<file path="src/rtl/hp_pkg.sv">
// rtl/hp_pkg.sv - half-precision field constants, exception codes and converter states
package hp_pkg;

    localparam int HP_SIGN_BIT = 15;
    localparam int HP_EXP_MSB  = 14;
    localparam int HP_EXP_LSB  = 10;
    localparam int HP_MANT_W   = 10;
    localparam int HP_EXP_BIAS = 15;
    localparam int HP_EXP_MAX  = 31;

    localparam logic [1:0] EXC_OK      = 2'b00;
    localparam logic [1:0] EXC_POS_OVF = 2'b01;
    localparam logic [1:0] EXC_NEG_OVF = 2'b10;
    localparam logic [1:0] EXC_NAN     = 2'b11;

    typedef enum logic [1:0] {
        ST_IDLE,
        ST_SHIFT,
        ST_ROUND,
        ST_DONE
    } conv_state_e;

endpackage

</file>
<file path="src/rtl/hp_classify.sv">
// rtl/hp_classify.sv - combinational decode of a half-precision word into class flags and significand
module hp_classify
    import hp_pkg::*;
(
    input  logic [15:0] hp,
    output logic        is_nan,
    output logic        is_inf,
    output logic        is_zero,
    output logic        is_denorm,
    output logic        sign,
    output logic [10:0] sig,
    output logic [4:0]  exp_eff
);

    logic [4:0]           exp_f;
    logic [HP_MANT_W-1:0] frac;

    assign exp_f = hp[HP_EXP_MSB:HP_EXP_LSB];
    assign frac  = hp[HP_MANT_W-1:0];
    assign sign  = hp[HP_SIGN_BIT];

    assign is_nan    = (exp_f == 5'(HP_EXP_MAX)) && (frac != '0);
    assign is_inf    = (exp_f == 5'(HP_EXP_MAX)) && (frac == '0);
    assign is_zero   = (exp_f == 5'd0) && (frac == '0);
    assign is_denorm = (exp_f == 5'd0) && (frac != '0);

    // Denormals share the scale of exponent 1, just without the hidden bit.
    assign sig     = {(exp_f != 5'd0), frac};
    assign exp_eff = (exp_f == 5'd0) ? 5'd1 : exp_f;

endmodule

</file>
<file path="src/rtl/hp_to_fixed.sv">
// rtl/hp_to_fixed.sv - iterative half-precision to signed fixed-point converter with ready/valid
module hp_to_fixed
    import hp_pkg::*;
#(
    parameter int OUT_W  = 32,
    parameter int FRAC_W = 0
) (
    input  logic             clk,
    input  logic             rst_n,
    input  logic [15:0]      hp_in,
    input  logic             in_valid,
    output logic             in_ready,
    output logic [OUT_W-1:0] fx_out,
    output logic             out_valid,
    input  logic             out_ready,
    output logic [1:0]       Exceptions
);

    // Magnitude register is at least 12 bits so narrow outputs never truncate the significand.
    localparam int MAG_W = (OUT_W < 12) ? 12 : OUT_W;
    localparam int CNT_W = 7;

    localparam logic [OUT_W-1:0] SAT_POS = {1'b0, {(OUT_W-1){1'b1}}};
    localparam logic [OUT_W-1:0] SAT_NEG = {1'b1, {(OUT_W-1){1'b0}}};

    conv_state_e state, state_next;

    logic             c_nan, c_inf, c_zero, c_denorm, c_sign;
    logic [10:0]      c_sig;
    logic [4:0]       c_exp;
    logic             unused_denorm;

    logic [MAG_W-1:0] mag;
    logic             guard, sticky, ovf, sign_r, dir_left;
    logic [CNT_W-1:0] cnt;

    logic signed [9:0] shamt;
    logic [9:0]        shabs;
    logic [CNT_W-1:0]  cnt_init;
    logic              is_special;

    logic [MAG_W:0]    rounded, limit;
    logic              round_up, sat;
    logic [OUT_W-1:0]  mag_out, signed_val;

    hp_classify u_classify (
        .hp        (hp_in),
        .is_nan    (c_nan),
        .is_inf    (c_inf),
        .is_zero   (c_zero),
        .is_denorm (c_denorm),
        .sign      (c_sign),
        .sig       (c_sig),
        .exp_eff   (c_exp)
    );

    assign unused_denorm = c_denorm;
    assign is_special    = c_nan | c_inf | c_zero;
    assign in_ready      = (state == ST_IDLE);
    assign out_valid     = (state == ST_DONE);

    // Signed shift that places the significand LSB at the output LSB weight.
    always_comb begin
        shamt = $signed({5'd0, c_exp}) - 10'sd25 + 10'(FRAC_W);
        shabs = shamt[9] ? -shamt : shamt;
        if (shamt[9]) begin
            cnt_init = (shabs > 10'd12) ? 7'd12 : shabs[CNT_W-1:0];
        end else begin
            cnt_init = (shabs > 10'(OUT_W)) ? 7'(OUT_W) : shabs[CNT_W-1:0];
        end
    end

    always_comb begin
        round_up   = guard & (sticky | mag[0]);
        rounded    = {1'b0, mag} + {{MAG_W{1'b0}}, round_up};
        limit      = ({{MAG_W{1'b0}}, 1'b1} << (OUT_W-1)) - {{MAG_W{1'b0}}, ~sign_r};
        sat        = ovf | (rounded > limit);
        mag_out    = rounded[OUT_W-1:0];
        signed_val = sign_r ? -mag_out : mag_out;
    end

    always_ff @(posedge clk or negedge rst_n) begin
        if (!rst_n) begin
            state <= ST_IDLE;
        end else begin
            state <= state_next;
        end
    end

    always_comb begin
        state_next = state;
        case (state)
            ST_IDLE: begin
                if (in_valid) begin
                    if (is_special)          state_next = ST_DONE;
                    else if (cnt_init != '0) state_next = ST_SHIFT;
                    else                     state_next = ST_ROUND;
                end
            end
            ST_SHIFT: if (cnt == 7'd1) state_next = ST_ROUND;
            ST_ROUND: state_next = ST_DONE;
            ST_DONE:  if (out_ready) state_next = ST_IDLE;
            default:  state_next = ST_IDLE;
        endcase
    end

    always_ff @(posedge clk or negedge rst_n) begin
        if (!rst_n) begin
            mag        <= '0;
            guard      <= 1'b0;
            sticky     <= 1'b0;
            ovf        <= 1'b0;
            sign_r     <= 1'b0;
            dir_left   <= 1'b0;
            cnt        <= '0;
            fx_out     <= '0;
            Exceptions <= EXC_OK;
        end else begin
            case (state)
                ST_IDLE: begin
                    if (in_valid) begin
                        sign_r   <= c_sign;
                        mag      <= MAG_W'(c_sig);
                        guard    <= 1'b0;
                        sticky   <= 1'b0;
                        ovf      <= 1'b0;
                        dir_left <= ~shamt[9];
                        cnt      <= cnt_init;
                        if (c_nan) begin
                            fx_out     <= '0;
                            Exceptions <= EXC_NAN;
                        end else if (c_inf) begin
                            fx_out     <= c_sign ? SAT_NEG : SAT_POS;
                            Exceptions <= c_sign ? EXC_NEG_OVF : EXC_POS_OVF;
                        end else if (c_zero) begin
                            fx_out     <= '0;
                            Exceptions <= EXC_OK;
                        end
                    end
                end
                ST_SHIFT: begin
                    cnt <= cnt - 7'd1;
                    if (dir_left) begin
                        ovf <= ovf | mag[MAG_W-1];
                        mag <= mag << 1;
                    end else begin
                        sticky <= sticky | guard;
                        guard  <= mag[0];
                        mag    <= mag >> 1;
                    end
                end
                ST_ROUND: begin
                    if (sat) begin
                        fx_out     <= sign_r ? SAT_NEG : SAT_POS;
                        Exceptions <= sign_r ? EXC_NEG_OVF : EXC_POS_OVF;
                    end else begin
                        fx_out     <= signed_val;
                        Exceptions <= EXC_OK;
                    end
                end
                default: ;
            endcase
        end
    end

endmodule

</file>
<file path="config.mk">
export PLATFORM = sky130hd
export DESIGN_NAME = hp_to_fixed
export DESIGN_NICKNAME = d
export VERILOG_FILES = /design/src/rtl/hp_pkg.sv /design/src/rtl/hp_classify.sv /design/src/rtl/hp_to_fixed.sv
export SDC_FILE = /design/constraint.sdc
export NUM_CORES = 1
export LEC_CHECK = 0
export ABC_CLOCK_PERIOD_IN_PS = 10990
export CELL_PAD_IN_SITES_DETAIL_PLACEMENT = 0
export CELL_PAD_IN_SITES_GLOBAL_PLACEMENT = 2
export CORE_MARGIN = 1.5
export CORE_UTILIZATION = 39
export DETAILED_ROUTE_END_ITERATION = 10
export PLACE_DENSITY = 0.95
export REMOVE_ABC_BUFFERS = 1
export SKIP_CTS_REPAIR_TIMING = 1
export SYNTH_ARGS = -nofsm -noshare
export SYNTH_HDL_FRONTEND = slang
export SYNTH_HIERARCHICAL = 1
export SYNTH_SLANG_ARGS = --single-unit
</file>
<file path="constraint.sdc">
create_clock -name clk -period 10.99 [get_ports clk]
set_input_delay 2.198 -clock clk [delete_from_list [all_inputs] [get_ports clk]]
set_output_delay 2.198 -clock clk [all_outputs]
set_load 0.1 [all_outputs]
</file>
=== After elaboration in Yosys (flattened, before gate mapping) ===
Cells that the tools add are included.

* Bits in registers: 80
* Bits of input ports: 20
* Logic and storage cells: 96

* $add $sub $neg: 6
* Order comparisons: 3
* Equal/unequal tests: 11
* Multiplexer cells: 40
* Bitwise logic cells: 9
* Reduce and logical (&&, ||, !) cells: 17

{| class="wikitable"
|+ Operators with widths
! operator !! number
|-
| $mux W32 || 10
|-
| $pmux W32 S2 || 2
|-
| $add A32 B1 Y33 || 1
|-
| $gt A33 B33 Y1 || 1
|-
| $sub A32 B1 Y33 const A || 1
|-
| $neg A32 Y32 || 1
|-
| $mux W7 || 4
|-
| $mux W2 || 12
|-
| $pmux W7 S2 || 1
|-
| $reduce_and A3 Y1 || 4
|-
| $gt A10 B4 Y1 const B || 1
|-
| $gt A10 B6 Y1 const B || 1
|-
| $logic_not A10 Y1 || 1
|-
| $mux W10 || 1
|-
| $neg A6 Y10 || 1
|-
| $reduce_bool A10 Y1 || 1
|-
| $ne A2 B2 Y1 const B || 4
|-
| $pmux W2 S4 || 1
|-
| $eq A7 B1 Y1 const B || 1
|-
| $reduce_bool A7 Y1 || 1
|-
| $sub A7 B1 Y7 const B || 1
|-
| $or A1 B1 Y1 || 6
|-
| $pmux W1 S2 || 3
|-
| $sub A5 B5 Y6 const B || 1
|-
| 16 further kinds || 25
|}

=== Logic depth before layout (Yosys ltp) ===
Gate-level depths: netlist of run 1.

* Depth in word-level cells: 13
* Mapped depth: 21
* Gate-level depth less buffers: 19

=== Modules after synthesis ===
Netlist of run 1, hierarchy kept.

{| class="wikitable"
|+ By module, submodules not included
! module !! times used !! cells each !! area each (µm²)
|-
| hp_to_fixed || 1 || 929 || 7335.8
|-
| hp_classify || 1 || 31 || 181.4
|}

=== Least setup slack after synthesis of run 1 ===
No wires, ideal clock.

* Kind: flip-flop to flip-flop
* From: register mag[0]
* To: register fx_out[1]
* Arrival: 4398 ps
* Data required time: 10861 ps
* Setup slack: 6463 ps
* Stages on the path, launching flop included: 21
* Path buffers: 3
* Period minus slack after synthesis: 4527 ps
* Cell sequence: dfrtp_1 > o21a_1 > ha_1 > ha_1 > nand3_1 > or3_1 > buf_2 > nor2_1 > nand3_1 > xnor2_1 > ha_1 > a21oi_1 > nor2b_1 > o21ai_0 > or4bb_1 > o41ai_2 > buf_2 > buf_2 > a21oi_1 > a311oi_1 > a21oi_1

* Cells in the longest elaborated chain, start to end: 7
* Elaborated cells on any way between the ends: 9
* Those cells by class: add/sub: 2; order compare: 1; mux: 3; bitwise: 3

{| class="wikitable"
|+ Ends and longest elaborated chain
! element !! RTL line !! text
|-
| start: declaration || hp_to_fixed.sv:33 || <nowiki>logic [MAG_W-1:0] mag;</nowiki>
|-
| start signal: assignment || hp_to_fixed.sv:123 || <nowiki>mag <= MAG_W'(c_sig);</nowiki>
|-
| start signal: assignment || hp_to_fixed.sv:145 || <nowiki>mag <= mag << 1;</nowiki>
|-
| start signal: assignment || hp_to_fixed.sv:149 || <nowiki>mag <= mag >> 1;</nowiki>
|-
| $or A1 B1 Y1 || hp_to_fixed.sv:74 || <nowiki>round_up = guard & (sticky | mag[0]);</nowiki>
|-
| $and A1 B1 Y1 || hp_to_fixed.sv:74 ||
|-
| $add A32 B1 Y33 (*) || hp_to_fixed.sv:75 || <nowiki>rounded = {1'b0, mag} + {{MAG_W{1'b0}}, round_up};</nowiki>
|-
| $neg A32 Y32 / $gt A33 B33 Y1 (equally long branches) || hp_to_fixed.sv:79, hp_to_fixed.sv:77 ||
|-
| $mux W32 / $or A1 B1 Y1 (equally long branches) || hp_to_fixed.sv:79, hp_to_fixed.sv:77 ||
|-
| $mux W32 (*) || hp_to_fixed.sv:153 || <nowiki>if (sat) begin</nowiki>
|-
| $pmux W32 S2 (*) || hp_to_fixed.sv:119 || <nowiki>case (state)</nowiki>
|-
| end signal: assignment || hp_to_fixed.sv:133 || <nowiki>fx_out <= c_sign ? SAT_NEG : SAT_POS;</nowiki>
|-
| end signal: assignment || hp_to_fixed.sv:154 || <nowiki>fx_out <= sign_r ? SAT_NEG : SAT_POS;</nowiki>
|-
| end signal: assignment || hp_to_fixed.sv:157 || <nowiki>fx_out <= signed_val;</nowiki>
|-
| end: declaration || hp_to_fixed.sv:13 || <nowiki>output logic [OUT_W-1:0] fx_out,</nowiki>
|}

Every way passes the cells marked *; elsewhere a longest branch is shown, timed or not.
A chain may end at the register's enable or synchronous reset.

=== Worst setup path after layout of run 1 ===
* From: register mag[0]
* To: register fx_out[13]

The elaborated chain is that of the path after synthesis.

==> reports/results.ini, run 1 <==
[timing]
slew_viol_final=0
finalWorstPathRequiredPeriod_ns=5.51
worstMarginPinSlew_ns=0.977
clock_skew_ns=0.00998
timing.hold.ws_ns=0.508
finalSetupViolCount=0
fin_crit_sh_pct=50.2
max_freq_mhz=181
rsz0062_at_grt=no
fin_setup_tns_ns=0
max-slew-margin-rel_pct=34.7
hold_violations=0

[die]
fp.coreArea_mm2=0.0188
initial_core_util_pct=39.9
die_x_um=142
dieArea_mm2=0.0201
row_count=50
die_height_um=142
io_pins=56

[global_routing]
grt-ovfl-total=0
grt_max_degree=68
use_met1_pct=31.5
antenna_found_initial=0
gr-usage-all-layers_pct=20.7
gr-usage-met3_pct=2.33
busiest_layer=met1
grt_use_met2_pct=30.4
first_global_vias=6240
grt_pass1_wl_um=33300

[power_and_ir_drop]
power.density_mw_per_mm2=295
leakage_nw=3.44
ir_drop_mv=0.112

[min_path]
hp-class=reg2reg
min-delay-start=cnt[1]

[detailed_routing]
vias=6881
routed_wirelength_um=20500
remaining_drc_errors=0
drtIter0Drc=534
routed_via_density=5.68
drtPass1Iterations=5
wl_per_cell_um=16.9
ant_nets=0

[clock_network]
htreeDepth=3
clk_pin_slew_ns=0.06
cts.sinks=80
cts_tree=done
clkLatencyLatePin_ns=0.35
numCtsBuffers=9
ctsRootBufferMaster=clkbuf_16
cts_max_path_buffers=2

[final_layout]
num_antenna_cells=0
layoutNonFillerInstCount=1212
synthToLayoutAreaGrowth_pct=12.3
final_util_pct=44.8
final_cell_area_mm2=0.00844
final_nets=1013
n_fill_cell=1924
drive_gt1_share_pct=5.99

[placement]
place.gp.congestion=0.845
dp_hpwl_um=15000
dp_cells=1196
port_buffers=55
dpl_cell_area_mm2=0.00810

[setup_path]
worstSetupStartpointType=flop
cpMaxStageDelayCell=or4bb_1
startpoint=mag[0]
crit_path_max_incr_delay_ns=0.53
cp.arrival_ns=5.71
cp_max_fo=41
worstSetupPathType=reg2reg
required_ns=11.18
path_cells=o21a_1 -> ha_1 -> ha_1 -> nand3_1 -> or3_1 -> nor2_1 -> nand3_1 -> xor2_1 -> inv_1 -> ha_1 -> a21o_1 -> nand3_1 -> a21oi_1 -> or4bb_1 -> o41ai_4 -> buf_4 -> and2_0 -> o21ai_0 -> o21ai_0 -> a22oi_1
endpoint_kind=flop
rr_startpoint=mag[0]

[yosys]
yosys_warnings=6
synthCells=959
netlist_area_mm2=0.00751
syn_area_per_cell_um2=7.83

[job]
drv_cap=0

[run_status]
status=finished clean

critical path, delay by kind of cell (launching register included):
family	cells	cell delay, ns
compound gates	7	1.04
xor+xnor	1	0.24
fa+ha+maj	3	1.00
buf+inv	2	0.49
flops	1	0.40
simple gates	7	2.15
layout make-up:
class	count	area, um2	share of cell area, %
Timing Repair Buffer	66	631	7.47
Tap cell	260	325	3.86
Sequential cell	80	2000	23.7
Clock inverter	3	90.1	1.07
Multi-Input combinational cell	749	4980	59.1
Inverter	41	154	1.82
Clock buffer	13	250	2.97
where the power goes:
part           total, W  internal [W]  leakage (nW)  switching (W)
combinational   0.00161      0.000487          2.25        0.00113
sequential     0.000527      0.000401          1.02       0.000125
clock          0.000350      0.000229         0.164       0.000121
total           0.00249       0.00112          3.44        0.00137
state kept, by name, summed over array words and instances (netlist names):
signal / flops
fx_out: 32
mag: 32
cnt: 7
Exceptions: 2
state: 2
dir_left: 1
guard: 1
ovf: 1
sign_r: 1
sticky: 1
worst paths after layout:
kind	end	slack, ns	depth (start not counted)
worst max register to register	fx_out[13]	5.48	20
worst min register to register	cnt[1]	0.51	2
worst min-delay path	cnt[1]	0.51	2
min in group asynchronous	mag[22]	1.82	1
worst max-delay path	fx_out[13]	5.48	20
max in group asynchronous	sign_r	8.16	2
layer usage:
| layer | part of all wire (%) | vias up |
|---|---|---|
| li1 | - | 3459 |
| met1 | 52 | 3245 |
| met2 | 42 | 158 |
| met3 | 4.3 | 19 |
| met4 | 1.7 | 0 |
| met5 | 0 | - |
layout by cell type (no fill, tap or decap), types with 5 or more instances in the layout:
| master | count |
|---|---|
| nand4_1 | 20 |
| nor3_1 | 26 |
| and4_1 | 6 |
| a22oi_1 | 7 |
| and2_1 | 8 |
| nor4_1 | 8 |
| a21o_1 | 7 |
| o31ai_1 | 31 |
| o22ai_1 | 6 |
| ha_1 | 46 |
| a21oi_1 | 65 |
| o21ai_0 | 64 |
| xnor2_1 | 21 |
| and3_1 | 12 |
| nor2_1 | 93 |
| a31oi_1 | 5 |
| mux2i_1 | 38 |
| nand2b_1 | 12 |
| a221oi_1 | 9 |
| nand2_1 | 84 |
| or3_1 | 5 |
| mux2_2 | 5 |
| a211oi_1 | 15 |
| clkbuf_16 | 9 |
| inv_1 | 40 |
| dfrtp_1 | 79 |
| clkdlybuf4s50_1 | 54 |
| nand3_1 | 44 |
| buf_4 | 12 |
| xor2_1 | 22 |
per-stage QoR:
stage / worst slack [ns] / power (W)
4_1_cts: 5.49 / 0.00250
3_3_place_gp: 5.54 / 0.00213
5_1_grt: 5.04 / 0.00265
6_report: 5.48 / 0.00249
2_1_floorplan: 4.44 / 0.00173
3_5_place_dp: 5.52 / 0.00214
Power figures use the tool's default switching activity.
==> run 2: changes to the inputs <==
--- a/config.mk
+++ b/config.mk
@@ -5,13 +5,13 @@
 export SDC_FILE = /design/constraint.sdc
 export NUM_CORES = 1
 export LEC_CHECK = 0
-export ABC_CLOCK_PERIOD_IN_PS = 10990
+export ABC_CLOCK_PERIOD_IN_PS = 4800
 export CELL_PAD_IN_SITES_DETAIL_PLACEMENT = 0
 export CELL_PAD_IN_SITES_GLOBAL_PLACEMENT = 2
 export CORE_MARGIN = 1.5
-export CORE_UTILIZATION = 39
+export CORE_UTILIZATION = 32
 export DETAILED_ROUTE_END_ITERATION = 10
-export PLACE_DENSITY = 0.95
+export PLACE_DENSITY = 0.87
 export REMOVE_ABC_BUFFERS = 1
 export SKIP_CTS_REPAIR_TIMING = 1
 export SYNTH_ARGS = -nofsm -noshare
==> constraint.sdc (replaced) <==
create_clock -name clk -period 4.8 [get_ports clk]
set_input_delay 0.96 -clock clk [delete_from_list [all_inputs] [get_ports clk]]
set_output_delay 0.96 -clock clk [all_outputs]
set_load 0.1 [all_outputs]
==> run 2 against run 1 <==
Sequential share of layout area down 1.7 points; clock-buffer cell count down 3; register-to-register slack worse by 5.3 ns; worst setup slack worse by 5.3 ns; critical path depth down 2; critical endpoint is now fx_out[11]; largest power group unchanged; highest routed layer unchanged.
==> reports/results.ini, run 2 (synthesis results as in run 1) <==
[run_status]
status=finished clean

[placement]
place.gp.congestion=0.844  ; -0.11%
dp_hpwl_um=16400  ; +9.4%
dp_cells=1292  ; +8.0%
port_buffers=55  ; unchanged

[global_routing]
grt_pass1_wl_um=35900  ; +8.1%
gr-usage-all-layers_pct=18.5  ; -2.2 points
antenna_found_initial=0  ; unchanged
first_global_vias=6539  ; +4.8%
grt-ovfl-total=0  ; unchanged
grt_max_degree=69  ; +1.5%

[timing]
max_freq_mhz=218  ; +20%
finalSetupViolCount=0  ; unchanged
fin_setup_tns_ns=0  ; unchanged
worstMarginPinSlew_ns=1.14  ; +0.164 ns
hold_violations=0  ; unchanged
max-slew-margin-rel_pct=23.9  ; -11 points
finalWorstPathRequiredPeriod_ns=4.58  ; -0.938 ns
slew_viol_final=0  ; unchanged
fin_crit_sh_pct=95.3  ; +45 points
clock_skew_ns=0.00849  ; -0.00148 ns

[power_and_ir_drop]
p_sw_w=0.00321  ; +130%
power.density_mw_per_mm2=651  ; +120%
leakage_nw=3.74  ; +8.9%
combPwrFrac_pct=66.3  ; +1.5 points
internal_power_w=0.00270  ; +140%
p_sw_share_pct=54.3  ; -0.81 points
pwr-share-seq_pct=19.0  ; -2.1 points
p_clk_share_pct=14.7  ; +0.6 points
ir_drop_mv=0.351  ; +210%

[setup_path]
rr_startpoint=mag[0]
worstSetupPathType=reg2reg
r2r-end=fx_out[11]
cp_top_family=simple AND/OR/NAND/NOR gates
crit_path_max_incr_delay_ns=0.47  ; -0.06 ns
cp.arrival_ns=4.84  ; -0.87 ns
cp_max_fo=11  ; -73%
endpoint_kind=flop
startpoint=mag[0]
r2r_cells=18  ; -10%
crit_buf_inv=3  ; +1
worstSetupStartpointType=flop
path_cells=o21a_1 -> ha_2 -> nand4_2 -> or3_4 -> buf_4 -> nor4_2 -> xor2_1 -> ha_1 -> a211oi_1 -> nand3_1 -> nor2_1 -> or4bb_4 -> o41ai_4 -> buf_4 -> buf_2 -> a21oi_1 -> o21bai_1 -> a22oi_1
cp_common_cell=buf_4
cpMaxStageDelayCell=or4bb_4
required_ns=5.06  ; -6.12 ns
ff2ff_setup_slack_ns=0.22  ; -5.25 ns

[min_path]
min_to=fx_out[0]
hp-class=reg2reg
min-delay-start=fx_out[0]
whs_path_depth=1  ; -1

[detailed_routing]
wl_met3_um=792  ; -10%
ant_nets=0  ; unchanged
routed_via_density=5.35  ; -5.8%
drtIter0Drc=517  ; -3.2%
wl_met2_um=9550  ; +11%
routed_wirelength_um=21800  ; +6.4%
met1Wirelength_um=11200  ; +4.8%
wl_per_cell_um=16.6  ; -2.1%
topRoutingLayerUsed=met4
drtPass1Iterations=7  ; +2
vias=7047  ; +2.4%
remaining_drc_errors=0  ; unchanged

[clock_network]
numCtsBuffers=9  ; unchanged
htreeDepth=3  ; unchanged
ctsRootBufferMaster=clkbuf_16
clkLatencyLatePin_ns=0.36  ; about the same
clk_pin_slew_ns=0.06  ; about the same
cts_tree=done
cts_max_path_buffers=2  ; unchanged
cts.sinks=80  ; unchanged

[final_layout]
reg_top3=fx_out (32), mag (32), cnt (7)
n_fill_cell=2348  ; +22%
final_util_pct=39.7  ; -5.1 points
layoutNonFillerInstCount=1317  ; +8.7%
drive_gt1_share_pct=13.6  ; +7.7 points
final_cell_mix=nor2_1, nand2_1, dfrtp_1, a21oi_1, o21ai_0
final_nets=1065  ; +5.1%
num_antenna_cells=0  ; unchanged
synthToLayoutAreaGrowth_pct=20.7
final_common_cell=nor2_1

[die]
fp.coreArea_mm2=0.0228  ; +21%
die_x_um=156  ; +10%
dieArea_mm2=0.0244  ; +21%
die_height_um=156  ; +10%
row_count=55  ; +10%
initial_core_util_pct=32.9  ; -7.0 points
io_pins=56  ; unchanged

[job]
drv_cap=0  ; unchanged

-- run 2: cell count changes in the layout (fill, tap and decap cells not counted), moves of 3 or more --
cell,delta
xnor2_2,+3
nor3_1,-3
nor3_2,+3
buf_4,+48
a211oi_2,+8
a211oi_1,-8
xnor2_1,-3
clkbuf_1,-3
-- run 2: worst max-delay path by stage --
stage                       to  slack, ns  cells past startpoint
detailed placement  fx_out[21]       0.06                     19
finish              fx_out[11]       0.22                     18
floorplan               mag[0]      -1.64                      7
CTS                 fx_out[21]       0.06                     19
global placement    fx_out[14]       0.16                     19
global route        fx_out[11]    -0.0009                     18
-- run 2: cell type report --
class	count	area [um2]	share of cell area (%)
Clock inverter	6	130	1.43
Clock buffer	10	239	2.63
Sequential cell	80	2000	22.1
Timing Repair Buffer	118	1040	11.5
Tap cell	313	392	4.32
Multi-Input combinational cell	749	5110	56.3
Inverter	41	154	1.70
-- run 2: metal layers --
layer  global-route usage, %  vias up
li1                        -     3553
met1                    27.6     3333
met2                    27.5      145
met3                    2.49       16
met4                    5.26        0
met5                       0        -
-- run 2: per-stage QoR --
stage                     cell area (um2)  hold WS, ns  power, W  worst slack (ns)
after floorplan                      7110        0.473   0.00396             -1.64
after global placement               8520        0.491   0.00498             0.156
after detailed placement             8520        0.500   0.00500            0.0621
after CTS                            8890        0.514   0.00589            0.0599
after global routing                 9070        0.534   0.00634         -0.000905
final                                9070        0.505   0.00591             0.223
-- run 2: power by group through the flow --
stage          Sequential, W  Clock [W]  Combinational, W
4_1_cts              0.00112   0.000886           0.00388
3_3_place_gp         0.00113          0           0.00385
6_report             0.00112   0.000870           0.00392
2_1_floorplan        0.00225          0           0.00171
3_5_place_dp         0.00114          0           0.00387
5_1_grt              0.00116   0.000912           0.00427
==> run 3: changes to the inputs <==
--- a/config.mk
+++ b/config.mk
@@ -9,12 +9,13 @@
 export CELL_PAD_IN_SITES_DETAIL_PLACEMENT = 0
 export CELL_PAD_IN_SITES_GLOBAL_PLACEMENT = 2
 export CORE_MARGIN = 1.5
-export CORE_UTILIZATION = 32
+export CORE_UTILIZATION = 33
+export CTS_BUF_LIST = sky130_fd_sc_hd__clkbuf_2
 export DETAILED_ROUTE_END_ITERATION = 10
-export PLACE_DENSITY = 0.87
+export PLACE_DENSITY = 0.89
+export RECOVER_POWER = 25
 export REMOVE_ABC_BUFFERS = 1
 export SKIP_CTS_REPAIR_TIMING = 1
 export SYNTH_ARGS = -nofsm -noshare
 export SYNTH_HDL_FRONTEND = slang
-export SYNTH_HIERARCHICAL = 1
 export SYNTH_SLANG_ARGS = --single-unit
==> run 3 against run 2 <==
The flow now finishes with violations (capacitance limit, slew limit); utilization decreased by 1.1 points; register-to-register slack improved by 0.14 ns; fmax rose by 3.1%; critical path depth rose by 1; global-route usage down 0.17 points; synthesized cell count fell by 8.1%; critical path type unchanged.
==> reports/results.ini, run 3 <==
[run_status]
status=finished with violations
violations=capacitance limit, slew limit

[power_and_ir_drop]
power.density_mw_per_mm2=660  ; +1.3%
ir_drop_mv=0.461  ; +31%
leakage_nw=3.39  ; -9.3%
fin_total_pwr_w=0.00535  ; -9.5%

[final_layout]
final_cell_area_mm2=0.00811  ; -11%
final_common_cell=nand2_1
layoutNonFillerInstCount=1206  ; -8.4%
final_nets=986  ; -7.4%
synthToLayoutAreaGrowth_pct=14.4
drive_gt1_share_pct=10.5  ; -3.2 points
n_fill_cell=2188  ; -6.8%
final_cell_mix=nand2_1, dfrtp_1, a21oi_1, o21ai_0, nor2_1
reg_top3=fx_out (32), mag (32), cnt (7)
final_util_pct=38.6  ; -1.1 points

[placement]
port_buffers=55  ; unchanged
place.gp.congestion=0.884  ; +4.7%
dp_hpwl_um=15000  ; -8.4%
dpl_cell_area_mm2=0.00789  ; -7.4%
dp_cells=1182  ; -8.5%
pre_cts_slack_ns=0.131  ; +0.0692 ns

[yosys]
synthTopCellsByArea=dfrtp_1, ha_1, mux2i_1, a21oi_1, nand2_1
yosys_warnings=0  ; -6
synth_top_area_cell=dfrtp_1
synth_edf_count=0
synth_top_area_share_pct=28.2
syn_area_per_cell_um2=8.04  ; +2.7%
synthArstFlopShare_pct=100
yosysMostFrequentCell=nand2_1
synth_cell_types=88
synthCells=881  ; -8.1%
yosysSeqAreaShare_pct=28.2
yosys-top-cells-count=nand2_1, dfrtp_1, a21oi_1
ys_seq_elements=80
synthFlopType=dfrtp_1
netlist_area_mm2=0.00709  ; -5.7%

[setup_path]
cp_max_fo=36  ; +25
endpoint_kind=flop
startpoint=mag[0]
required_ns=5.29  ; +0.23 ns
worstSetupStartpointType=flop
cp.arrival_ns=4.93  ; +0.09 ns
rr_startpoint=mag[0]
worstSetupPathType=reg2reg

[timing]
finalWorstPathRequiredPeriod_ns=4.44  ; -0.136 ns
worst_slack_ns=0.359  ; +0.136 ns
hold_violations=0  ; unchanged
fin_crit_sh_pct=92.5  ; -2.8 points
finalSetupViolCount=0  ; unchanged
max-slew-margin-rel_pct=-119  ; -140 points
clock_skew_ns=0.0232  ; +0.0147 ns
slew_viol_final=56  ; +56
worstMarginPinSlew_ns=3.29  ; +2.15 ns
max_freq_mhz=225  ; +3.1%

[detailed_routing]
vias=6512  ; -7.6%
wl_per_cell_um=16.6  ; +0.17%
drtPass1Iterations=5  ; -2
remaining_drc_errors=0  ; unchanged
routed_wirelength_um=20000  ; -8.3%
routed_via_density=5.40  ; +0.91%
drtIter0Drc=455  ; -12%
ant_nets=0  ; unchanged

[die]
die_x_um=150  ; -4.3%
row_count=53  ; -3.6%
dieArea_mm2=0.0224  ; -8.4%
fp.coreArea_mm2=0.0210  ; -8.0%
initial_core_util_pct=33.7  ; +0.83 points
die_height_um=150  ; -4.3%
io_pins=56  ; unchanged

[min_path]
min-delay-start=fx_out[24]
hp-class=reg2reg

[global_routing]
grt-ovfl-total=0  ; unchanged
first_global_vias=6092  ; -6.8%
antenna_found_initial=1  ; +1
gr-usage-all-layers_pct=18.3  ; -0.17 points
grt_pass1_wl_um=32500  ; -9.7%
grt_max_degree=56  ; -19%

[job]
drv_cap=1  ; +1

[clock_network]
clkLatencyLatePin_ns=0.61  ; +0.25 ns
ctsRootBufferMaster=clkbuf_2
cts_tree=done
htreeDepth=3  ; unchanged
cts.sinks=80  ; unchanged
cts_max_path_buffers=2  ; unchanged
clk_pin_slew_ns=0.24  ; +0.18 ns
numCtsBuffers=9  ; unchanged

[run 3: cell families after synthesis]
kind of cell | share of synthesized area [%]
AOI/OAI and AO/OA | 21.6
xor gates and xnor gates | 5.07
adders and majority gates | 7.94
buffers and inverters | 7.45
DFF | 28.2
muxes | 6.02
and+or+nand+nor | 23.7
[run 3: worst max-delay path, stage by stage (launching register included)]
cell,delay [ns]
dfrtp_1,0.45
o21a_1,0.14
ha_1,0.20
ha_2,0.26
and4_4,0.28
nand2_1,0.15
nor4_4,0.32
buf_4,0.17
xnor2_1,0.14
ha_1,0.34
nand4_1,0.15
nor2_2,0.17
nand4_1,0.18
o31a_1,0.35
a21oi_2,0.19
and2_1,0.20
buf_12,0.20
nand2_1,0.13
o32ai_1,0.24
a311oi_1,0.08
[run 3: layer usage]
layer	track usage, %	vias up	part of all wire, %
li1	-	3308	-
met1	26.5	3039	51
met2	28.4	143	44
met3	2.44	22	3.5
met4	5.00	0	1.8
met5	0	-	0
[run 3: stage by stage]
step                      hold WS, ns   TNS [ns]
after floorplan                 0.488    -0.0786
after global placement          0.500          0
after detailed placement        0.497          0
after CTS                       0.369          0
after global routing            0.585  -0.000576
final                           0.543          0
[run 3: layout make-up]
type                       instances  area, um2  area share (%)
clock buffer                       9       45.0           0.556
antenna                            5       12.5           0.154
sequential                        80       2000            24.7
timing repair buffer              93        842            10.4
multi-input combinational        695       4580            56.5
tap                              275        344            4.24
clock inverter                     7        119            1.47
inverter                          42        158            1.94
[run 3: power breakdown]
group	leakage, nW	switching [W]	total (W)	internal (W)
clock	0.0886	0.000274	0.000498	0.000224
sequential	1.02	0.000203	0.00113	0.000922
combinational	2.29	0.00262	0.00373	0.00111
total	3.39	0.00309	0.00535	0.00225
[run 3: path summary, 6_finish.rpt]
check / end / slack [ns] / cells after the start
max: fx_out[22] / 0.36 / 19
min: fx_out[24] / 0.54 / 1
max reg2reg: fx_out[22] / 0.36 / 19
min reg2reg: fx_out[24] / 0.54 / 1
max in group asynchronous: cnt[6] / 1.57 / 1
min in group asynchronous: fx_out[6] / 1.41 / 1
